### src/rtl/store_buffer.sv
// ---------------------------------------------------------------------------
// store_buffer
//   Word store buffer between the single-cycle core data port and data
//   memory. Core stores enqueue in one cycle and then drain in program order
//   over a valid/ready write channel. Loads read memory combinationally. The
//   youngest buffered store to the same word overrides the memory data.
//   Stall is raised only when the core stores into a full buffer.
//
// Ports
//   clk, reset           clock; asynchronous active-low reset
//   MemWrite/ALUResult/WriteData   core store request, address, data
//   ReadData             load data to core (forwarded or MemRData)
//   Stall                store not accepted this cycle (buffer full)
//   BufEmpty             no stores pending
//   MemRAdr/MemRData     combinational memory read port
//   MemWValid/MemWReady/MemWAdr/MemWData   write channel (head entry)
// ---------------------------------------------------------------------------
module store_buffer #(
   parameter int DEPTH = 4
) (
   input  logic        clk,
   input  logic        reset,
   input  logic        MemWrite,
   input  logic [31:0] ALUResult,
   input  logic [31:0] WriteData,
   output logic [31:0] ReadData,
   output logic        Stall,
   output logic        BufEmpty,
   output logic [31:0] MemRAdr,
   input  logic [31:0] MemRData,
   output logic        MemWValid,
   input  logic        MemWReady,
   output logic [31:0] MemWAdr,
   output logic [31:0] MemWData
);

   localparam int PW = $clog2(DEPTH);
   localparam logic [PW:0] ONE      = (PW+1)'(1);
   localparam logic [PW:0] FULL_CNT = (PW+1)'(DEPTH);

   // Pointers carry a wrap bit; count is held separately so full/empty
   // come straight from a register.
   logic [PW:0] wr_ptr_q, wr_ptr_d;
   logic [PW:0] rd_ptr_q, rd_ptr_d;
   logic [PW:0] count_q, count_d;

   // Entry RAM, not reset: validity is implied by rd_ptr/count only.
   logic [DEPTH-1:0][29:0] addr_q;
   logic [DEPTH-1:0][31:0] data_q;

   logic          full, empty, enq, deq;
   logic [PW-1:0] wr_idx, rd_idx, fwd_idx;
   logic          unused_addr_lsb;

   assign wr_idx  = wr_ptr_q[PW-1:0];
   assign rd_idx  = rd_ptr_q[PW-1:0];
   assign full    = (count_q == FULL_CNT);
   assign empty   = (count_q == '0);
   assign enq     = MemWrite & ~full;
   assign deq     = ~empty & MemWReady;

   // A pop in the same cycle does not free the slot for this store.
   assign Stall     = MemWrite & full;
   assign BufEmpty  = empty;
   assign MemWValid = ~empty;
   assign MemWAdr   = {addr_q[rd_idx], 2'b00};
   assign MemWData  = data_q[rd_idx];
   assign MemRAdr   = {ALUResult[31:2], 2'b00};
   assign unused_addr_lsb = ^ALUResult[1:0];

   always_comb begin
      wr_ptr_d = wr_ptr_q;
      rd_ptr_d = rd_ptr_q;
      count_d  = count_q;
      if (enq) wr_ptr_d = wr_ptr_q + ONE;
      if (deq) rd_ptr_d = rd_ptr_q + ONE;
      case ({enq, deq})
         2'b10:   count_d = count_q + ONE;
         2'b01:   count_d = count_q - ONE;
         default: count_d = count_q;
      endcase
   end

   // Walk entries oldest to youngest; a later match overrides an earlier
   // one, so the youngest store wins. The head being popped still counts.
   always_comb begin
      ReadData = MemRData;
      fwd_idx  = '0;
      for (int i = 0; i < DEPTH; i++) begin
         fwd_idx = rd_idx + PW'(i);
         if (((PW+1)'(i) < count_q) && (addr_q[fwd_idx] == ALUResult[31:2]))
            ReadData = data_q[fwd_idx];
      end
   end

   always_ff @(posedge clk or negedge reset) begin
      if (!reset) begin
         wr_ptr_q <= '0;
         rd_ptr_q <= '0;
         count_q  <= '0;
      end else begin
         wr_ptr_q <= wr_ptr_d;
         rd_ptr_q <= rd_ptr_d;
         count_q  <= count_d;
      end
   end

   always_ff @(posedge clk) begin
      if (enq) begin
         addr_q[wr_idx] <= ALUResult[31:2];
         data_q[wr_idx] <= WriteData;
      end
   end

endmodule

### config.mk
export PLATFORM = sky130hd
export DESIGN_NAME = store_buffer
export DESIGN_NICKNAME = d
export VERILOG_FILES = /design/src/rtl/store_buffer.sv
export SDC_FILE = /design/constraint.sdc
export NUM_CORES = 1
export LEC_CHECK = 0
export CAP_MARGIN = 15
export CORE_MARGIN = 2
export CORE_UTILIZATION = 45
export DETAILED_ROUTE_END_ITERATION = 6
export DONT_BUFFER_PORTS = 1
export RECOVER_POWER = 50
export SYNTH_ARGS = -nofsm -noshare
export SYNTH_HDL_FRONTEND = slang
export SYNTH_SLANG_ARGS = --single-unit
### constraint.sdc
create_clock -name clk -period 5.9 [get_ports clk]
set_clock_uncertainty 0.1 [all_clocks]
set_input_delay 0.885 -clock clk [delete_from_list [all_inputs] [get_ports clk]]
set_output_delay 0.885 -clock clk [all_outputs]
set_load 0.1 [all_outputs]
==> impl_metrics.py, run 1 <==
metrics = {
    "detailed_routing": {
        "firstDrtPassIters": 5,
        "wl_per_cell_um": 26.4,
        "vias": 13200,
        "drt_wl_total_mm": 54.6,
        "drtAntennaViolNets": 0,
        "routed_via_density": 6.37,
        "drc_errors": 0,
        "drt_first_iter_violations": 1205,
    },
    "place": {
        "gp_congestion": 0.989,
        "io_buffers": 0,
        "hpwl_mm": 37.0,
    },
    "power": {
        "seqPwrFrac_pct": 21.5,
        "p_total_mw": 12.3,
        "peakVddDrop_mv": 0.444,
        "p_sw_mw": 6.51,
        "internal_power_mw": 5.82,
        "switching_share_pct": 52.8,
        "power.share.clock_pct": 13.9,
        "p_comb_share_pct": 64.6,
        "p_per_area_mw_per_mm2": 615,
        "p_leak_nw": 7.24,
    },
    "logic_synthesis": {
        "synthAdderAreaFrac_pct": 0.649,
        "synth-seq-area-share_pct": 43.9,
        "yosys.area_share.xor_xnor_pct": 4.95,
        "netlist_area_mm2": 0.0174,
        "synthDistinctLibCells": 73,
        "synth_warnings": 0,
        "synth-compound-area-share_pct": 12.7,
        "synthArstFlopShare_pct": 2.75,
        "synth-seq-cells": 255,
        "synth_top_family_by_area": "multiplexers",
        "synth_ff_type": "edfxtp_1",
        "netlist_instances": 1546,
        "synth_simple_gate_area_share_pct": 8.24,
        "muxShareOfSynthArea_pct": 23.6,
        "synth.avg_cell_area_um2": 11.2,
        "synth_edf_count": 248,
    },
    "floorplanning": {
        "start_util_pct": 45.9,
        "io_pins": 231,
        "dieArea_mm2": 0.0401,
        "die_h_um": 200,
        "rows": 71,
        "die_width_um": 200,
        "fp.coreArea_mm2": 0.0378,
    },
    "cts": {
        "clockBufferDepth": 3,
        "cts_setup_buffers": 0,
        "htree_levels": 1,
        "cts_tree": "yes",
        "cts.sink_count": 255,
        "numCtsBuffers": 29,
        "clk_pin_slew_worst_paths_ns": 0.06,
        "worstSkewPairLatency_ns": 0.57,
        "cts_resized": 0,
        "cts_root_buf": "clkbuf_16",
    },
    "grt": {
        "grt_max_degree": 129,
        "grt_pass1_wl_mm": 81.7,
        "grt_antenna_before_repair": 3,
        "grt_usage_pct": 26.5,
        "grt_pass1_vias": 12800,
        "gr-total-overflow": 0,
    },
    "final_layout": {
        "layout_common_cells": "248 x edfxtp_1, 235 x mux2i_1, 128 x nand2_1",
        "finalNetCount": 1647,
        "multi_input_area_mm2": 0.00933,
        "nFillCells": 3255,
        "seq_area_mm2": 0.00763,
        "layout-drive-gt1-share_pct": 22.5,
        "area_growth_pct": 15.5,
        "final_common_cell": "edfxtp_1",
    },
    "outcome": {
        "outcome": "finished, violations left",
        "violations": "capacitance limit, slew limit",
    },
    "setup_path": {
        "worstPathArrival_ns": 4.65,
        "reg2reg_to": "data_q[91]",
        "critPathLaunch": "rd_ptr_q[0]",
        "start_kind": "flip-flop",
        "reg2reg_depth": 5,
        "required_ns": 4.91,
        "rrSetupSlack_ns": 1.20,
        "crit_type": "flip-flop to output pin",
        "crit_end": "ReadData[28]",
        "crit_path_end_kind": "output pin",
        "cp_max_fo": 55,
        "reg2reg_from": "count_q[0]",
    },
    "timing": {
        "slew_headroom_pct": -70.8,
        "final-max-slew-violation-count": 56,
        "period_share_pct": 95.5,
        "fin_tns_setup_ns": 0,
        "worst_pin_slew_ns": 2.56,
        "hold_violations": 0,
        "fmax_mhz": 177,
        "period_minus_slack_ns": 5.64,
        "setup_viol": 0,
        "rsz0062_at_grt": "no",
    },
    "min_path": {
        "min_path_type": "primary input to flip-flop",
    },
    "flow_run": {
        "maxCapViolCount": 2,
    },
}
## cell type report
cell class	instances	share of cell area (%)
Multi-Input combinational cell	1101	46.5
Sequential cell	255	38.1
Timing Repair Buffer	130	7.38
Clock buffer	36	3.75
Tap cell	511	3.19
Clock inverter	15	0.643
Inverter	21	0.431
Antenna cell	1	0.0125
## worst min path at each step
stage                 endpoint  depth (start not counted)  slack [ns]          start
floorplan           count_q[1]                          2        0.41     count_q[1]
global placement    count_q[1]                          2        0.45     count_q[1]
detailed placement  count_q[1]                          2        0.45     count_q[1]
CTS                 data_q[92]                          0        0.28  WriteData[28]
global route        data_q[62]                          0        0.27  WriteData[30]
finish              addr_q[66]                          0        0.30   ALUResult[8]
## synthesized netlist by cell type, types with 8 or more instances
cell,instances,share of area (%)
mux2i_1,287,17
edfxtp_1,248,43
nand2_1,128,2.8
a21oi_1,84,2.4
xnor2_1,74,3.7
clkbuf_1,69,1.5
nor2_1,62,1.3
o21ai_0,52,1.5
mux2_2,49,3.2
nor3_1,42,1.2
buf_4,39,1.7
o2111ai_1,39,2.0
buf_2,38,1.1
a32oi_1,33,1.7
a41oi_1,33,1.7
mux4_2,26,3.4
nand4_1,24,0.87
xor2_1,24,1.2
inv_1,19,0.41
buf_1,13,0.28
buf_6,11,0.71
nor4_1,11,0.40
o22ai_1,11,0.40
ha_1,9,0.65
a22oi_1,8,0.35
## worst max-delay path, cell delays in order (launching register included)
cell,delay (ns)
dfrtp_4,0.68
buf_12,0.26
inv_8,0.43
mux2i_1,0.19
xnor2_1,0.55
nand4_1,0.18
nor3_1,0.29
o2111ai_1,0.17
and3_2,0.57
a21oi_2,0.41
buf_12,0.22
## state kept, by name, summed over array words and instances, names as in the netlist
name	cells
data_q	128
count_q	3
wr_ptr_q	2
rd_ptr_q	2
addr_q	120
## cells by family (layout without fill, tap and decap cells)
family,after synthesis,after routing
AND/OR/NAND/NOR,307,307
XOR/XNOR,98,98
buffers and inverters,193,202
flip-flops,255,255
AO/OA/AOI/OAI,315,315
multiplexers,368,368
adder cells (fa/ha/maj),9,9
other,1,5
## power by group through the flow
stage	Combinational [mW]	Sequential (mW)	Clock, mW
2_1_floorplan	6.14	2.56	0
5_1_grt	8.32	2.69	1.81
6_report	7.96	2.65	1.71
4_1_cts	7.91	2.64	1.73
3_3_place_gp	7.85	2.66	0
3_5_place_dp	7.89	2.68	0
## through the flow
stage,worst slack (ns),hold slack [ns],utilization (%),instances,cell area (um2)
after floorplan,0.00334,0.414,-,1549,17600
final,0.263,0.296,53.0,2070,20000
after detailed placement,0.958,0.453,50.6,2017,19200
after CTS,0.341,0.275,53.0,2069,20000
after global placement,0.985,0.451,50.6,2017,19200
after global routing,0.0796,0.273,53.0,2070,20000
## routing by layer
| metal | vias to the layer above | wire, um | track usage, % |
|---|---|---|---|
| li1 | 5921 | - | - |
| met1 | 6602 | 23800 | 37.2 |
| met2 | 574 | 24700 | 41.5 |
| met3 | 90 | 4690 | 5.55 |
| met4 | 0 | 1400 | 7.67 |
| met5 | - | 0 | 0 |
## what timing repair did
item | CTS | global route
setup endpoints to repair | 0 | 0
endpoints found under the hold margin | 7 | 0
hold buffers | 1 | 0
(Power assumes the default switching activity.)
==> run 2, diff against run 1 <==
--- a/config.mk
+++ b/config.mk
@@ -7,3 +7,2 @@
 export LEC_CHECK = 0
-export CAP_MARGIN = 15
 export CORE_MARGIN = 2
==> constraint.sdc (replaced) <==
create_clock -name clk -period 5.9 [get_ports clk]
set_clock_uncertainty 0.1 [all_clocks]
set_input_delay 0.59 -clock clk [delete_from_list [all_inputs] [get_ports clk]]
set_output_delay 0.59 -clock clk [all_outputs]
set_load 0.1 [all_outputs]
==> run 2 against run 1 <==
Effect of this change: flip-flop and latch count unchanged; sequential share of layout area is 0.90 points lower; largest power group unchanged; worst setup slack better by 0.083 ns; hold slack got worse by 0.26 ns; cell count rose by 2.5%; wire length is 3.8% higher; the flow still finishes with violations (capacitance limit, slew limit); core utilization increased by 1.3 points; via count up 3.4%; first-iteration DRC count grew 7.5%; cell area rose by 2.4%; fmax is 1.5% higher.
==> impl_metrics.py, run 2 (synthesis results as in run 1) <==
metrics = {
    "setup_path": {
        "cp_max_fo": 64,
        "reg2reg_from": "count_q[0]",
        "worstPathArrival_ns": 4.86,
        "cpPeakStageDelay_ns": 0.95,
        "crit_family": "compound AO/OA/AOI/OAI gates",
        "rrSetupSlack_ns": 1.00,
        "crit_buf_inv": 3,
        "crit_path_end_kind": "output pin",
        "cp_common_cell": "buf_12",
        "start_kind": "flip-flop",
        "required_ns": 5.21,
        "critical_path.slowest_cell": "a2111oi_1",
        "crit_type": "flip-flop to output pin",
        "reg2reg_depth": 5,
        "crit_chain": "buf_4, mux2i_1, o22ai_1, a2111oi_1, o211ai_1, nor4_4, buf_12, a41oi_1, a32oi_1, a21oi_2, buf_12",
        "reg2reg_to": "addr_q[16]",
    },
    "cts": {
        "cts.sink_count": 255,
        "htree_levels": 1,
        "cts_resized": 0,
        "cts_tree": "yes",
        "clk_pin_slew_worst_paths_ns": 0.06,
        "numCtsBuffers": 29,
        "cts_root_buf": "clkbuf_16",
        "clockBufferDepth": 3,
        "worstSkewPairLatency_ns": 0.57,
    },
    "grt": {
        "grt_pass1_wl_mm": 84.6,
        "groute.layer.met1.usage_pct": 37.4,
        "grt_busiest_layer": "met2",
        "gr-total-overflow": 0,
        "grt_antenna_before_repair": 0,
        "grt_max_degree": 98,
        "grt_pass1_vias": 13300,
        "grt_use_met2_pct": 44.2,
        "use_met3_pct": 6.25,
        "grt_usage_pct": 27.5,
    },
    "timing": {
        "period_share_pct": 94.1,
        "period_minus_slack_ns": 5.55,
        "setup_viol": 0,
        "fmax_mhz": 180,
        "worst_pin_slew_ns": 2.86,
        "hold_violations": 0,
        "hold-worst-slack_ns": 0.0332,
        "fin_tns_setup_ns": 0,
        "slew_headroom_pct": -90.8,
        "rsz0062_at_grt": "no",
        "final-max-slew-violation-count": 57,
    },
    "floorplanning": {
        "io_pins": 231,
        "fp.coreArea_mm2": 0.0378,
        "die_h_um": 200,
        "rows": 71,
        "die_width_um": 200,
        "dieArea_mm2": 0.0401,
        "start_util_pct": 45.9,
    },
    "min_path": {
        "min_path_type": "primary input to flip-flop",
        "holdPathEnd": "addr_q[83]",
        "min_path_cells": 0,
        "min_from": "ALUResult[25]",
    },
    "power": {
        "p_per_area_mw_per_mm2": 600,
        "p_total_mw": 12.3,
        "peakVddDrop_mv": 0.478,
        "p_leak_nw": 7.44,
    },
    "place": {
        "io_buffers": 0,
        "hpwl_mm": 37.5,
        "gp_congestion": 0.990,
    },
    "detailed_routing": {
        "routed_via_density": 6.43,
        "wl_per_cell_um": 26.7,
        "vias": 13600,
        "drtAntennaViolNets": 0,
        "drt_wl_total_mm": 56.7,
        "drt_first_iter_violations": 1295,
        "drc_errors": 0,
        "firstDrtPassIters": 7,
    },
    "outcome": {
        "outcome": "finished, violations left",
        "violations": "capacitance limit, slew limit",
    },
    "final_layout": {
        "largest_reg_flops": 128,
        "layout-drive-gt1-share_pct": 21.3,
        "reg_top3": "data_q: 128 flops, addr_q: 120 flops, count_q: 3 flops",
        "final_common_cell": "edfxtp_1",
        "area_growth_pct": 18.3,
        "finalNetCount": 1698,
        "n_antenna_cell": 0,
        "layout_common_cells": "248 x edfxtp_1, 235 x mux2i_1, 128 x nand2_1",
        "max_flop_register": "data_q",
        "fin_util_pct": 54.3,
    },
    "flow_run": {
        "maxCapViolCount": 2,
    },
}
[run 2: cell types whose count changed in the layout (fill, tap and decap cells not counted)]
cell           before  now
dlygate4sd3_1       1   62
clkinv_1           10    4
buf_12             40   35
buf_4              89   84
clkbuf_1            7   11
clkinv_2            3    5
and2_0              4    3
and2_1              2    3
clkbuf_8            0    1
diode_2             1    0
[run 2: how the worst max path moves through the flow]
stage	startpoint	end	slack, ns	cells past startpoint
after floorplan	rd_ptr_q[0]	ReadData[0]	0.007	12
after global placement	rd_ptr_q[1]	ReadData[31]	1.15	12
after detailed placement	rd_ptr_q[1]	ReadData[16]	1.08	11
after CTS	rd_ptr_q[1]	ReadData[16]	0.49	11
after global routing	rd_ptr_q[1]	ReadData[16]	0.19	10
final	rd_ptr_q[1]	ReadData[26]	0.35	11
[run 2: area by class of cell]
cell class,count,area (um2)
flip-flops and latches,255,7630
clock buffers,41,781
repair buffers,181,1950
inverters,21,86.3
multi-input cells,1101,9330
clock inverters,11,116
well taps,511,639
fillers,3269,17300
[run 2: power by group]
group          total, mW  leakage, nW  switching [mW]  internal, mW
clock network       1.73        0.440           0.724          1.01
logic               7.90         4.65            5.51          2.38
registers           2.69         2.35           0.284          2.41
[run 2: what timing repair did]
| item | in CTS | in global routing |
|---|---|---|
| endpoints found under the hold margin | 251 | 0 |
| buffers inserted | 0 | 0 |
| hold buffers | 62 | 0 |
[run 2: routing by layer]
layer,vias to the layer above,share of wire (%),wire (um)
met4,0,2.5,1400
li1,6045,-,-
met3,91,9.2,5240
met5,-,0,0
met2,700,46,26300
met1,6805,42,23700
[run 2: metrics by stage]
stage | cells | area, um2 | setup slack (ns)
after floorplan | 1549 | 17600 | 0.00683
final | 2121 | 20500 | 0.346
after CTS | 2121 | 20500 | 0.486
after global placement | 2007 | 19000 | 1.15
after detailed placement | 2007 | 19000 | 1.08
after global routing | 2121 | 20500 | 0.193
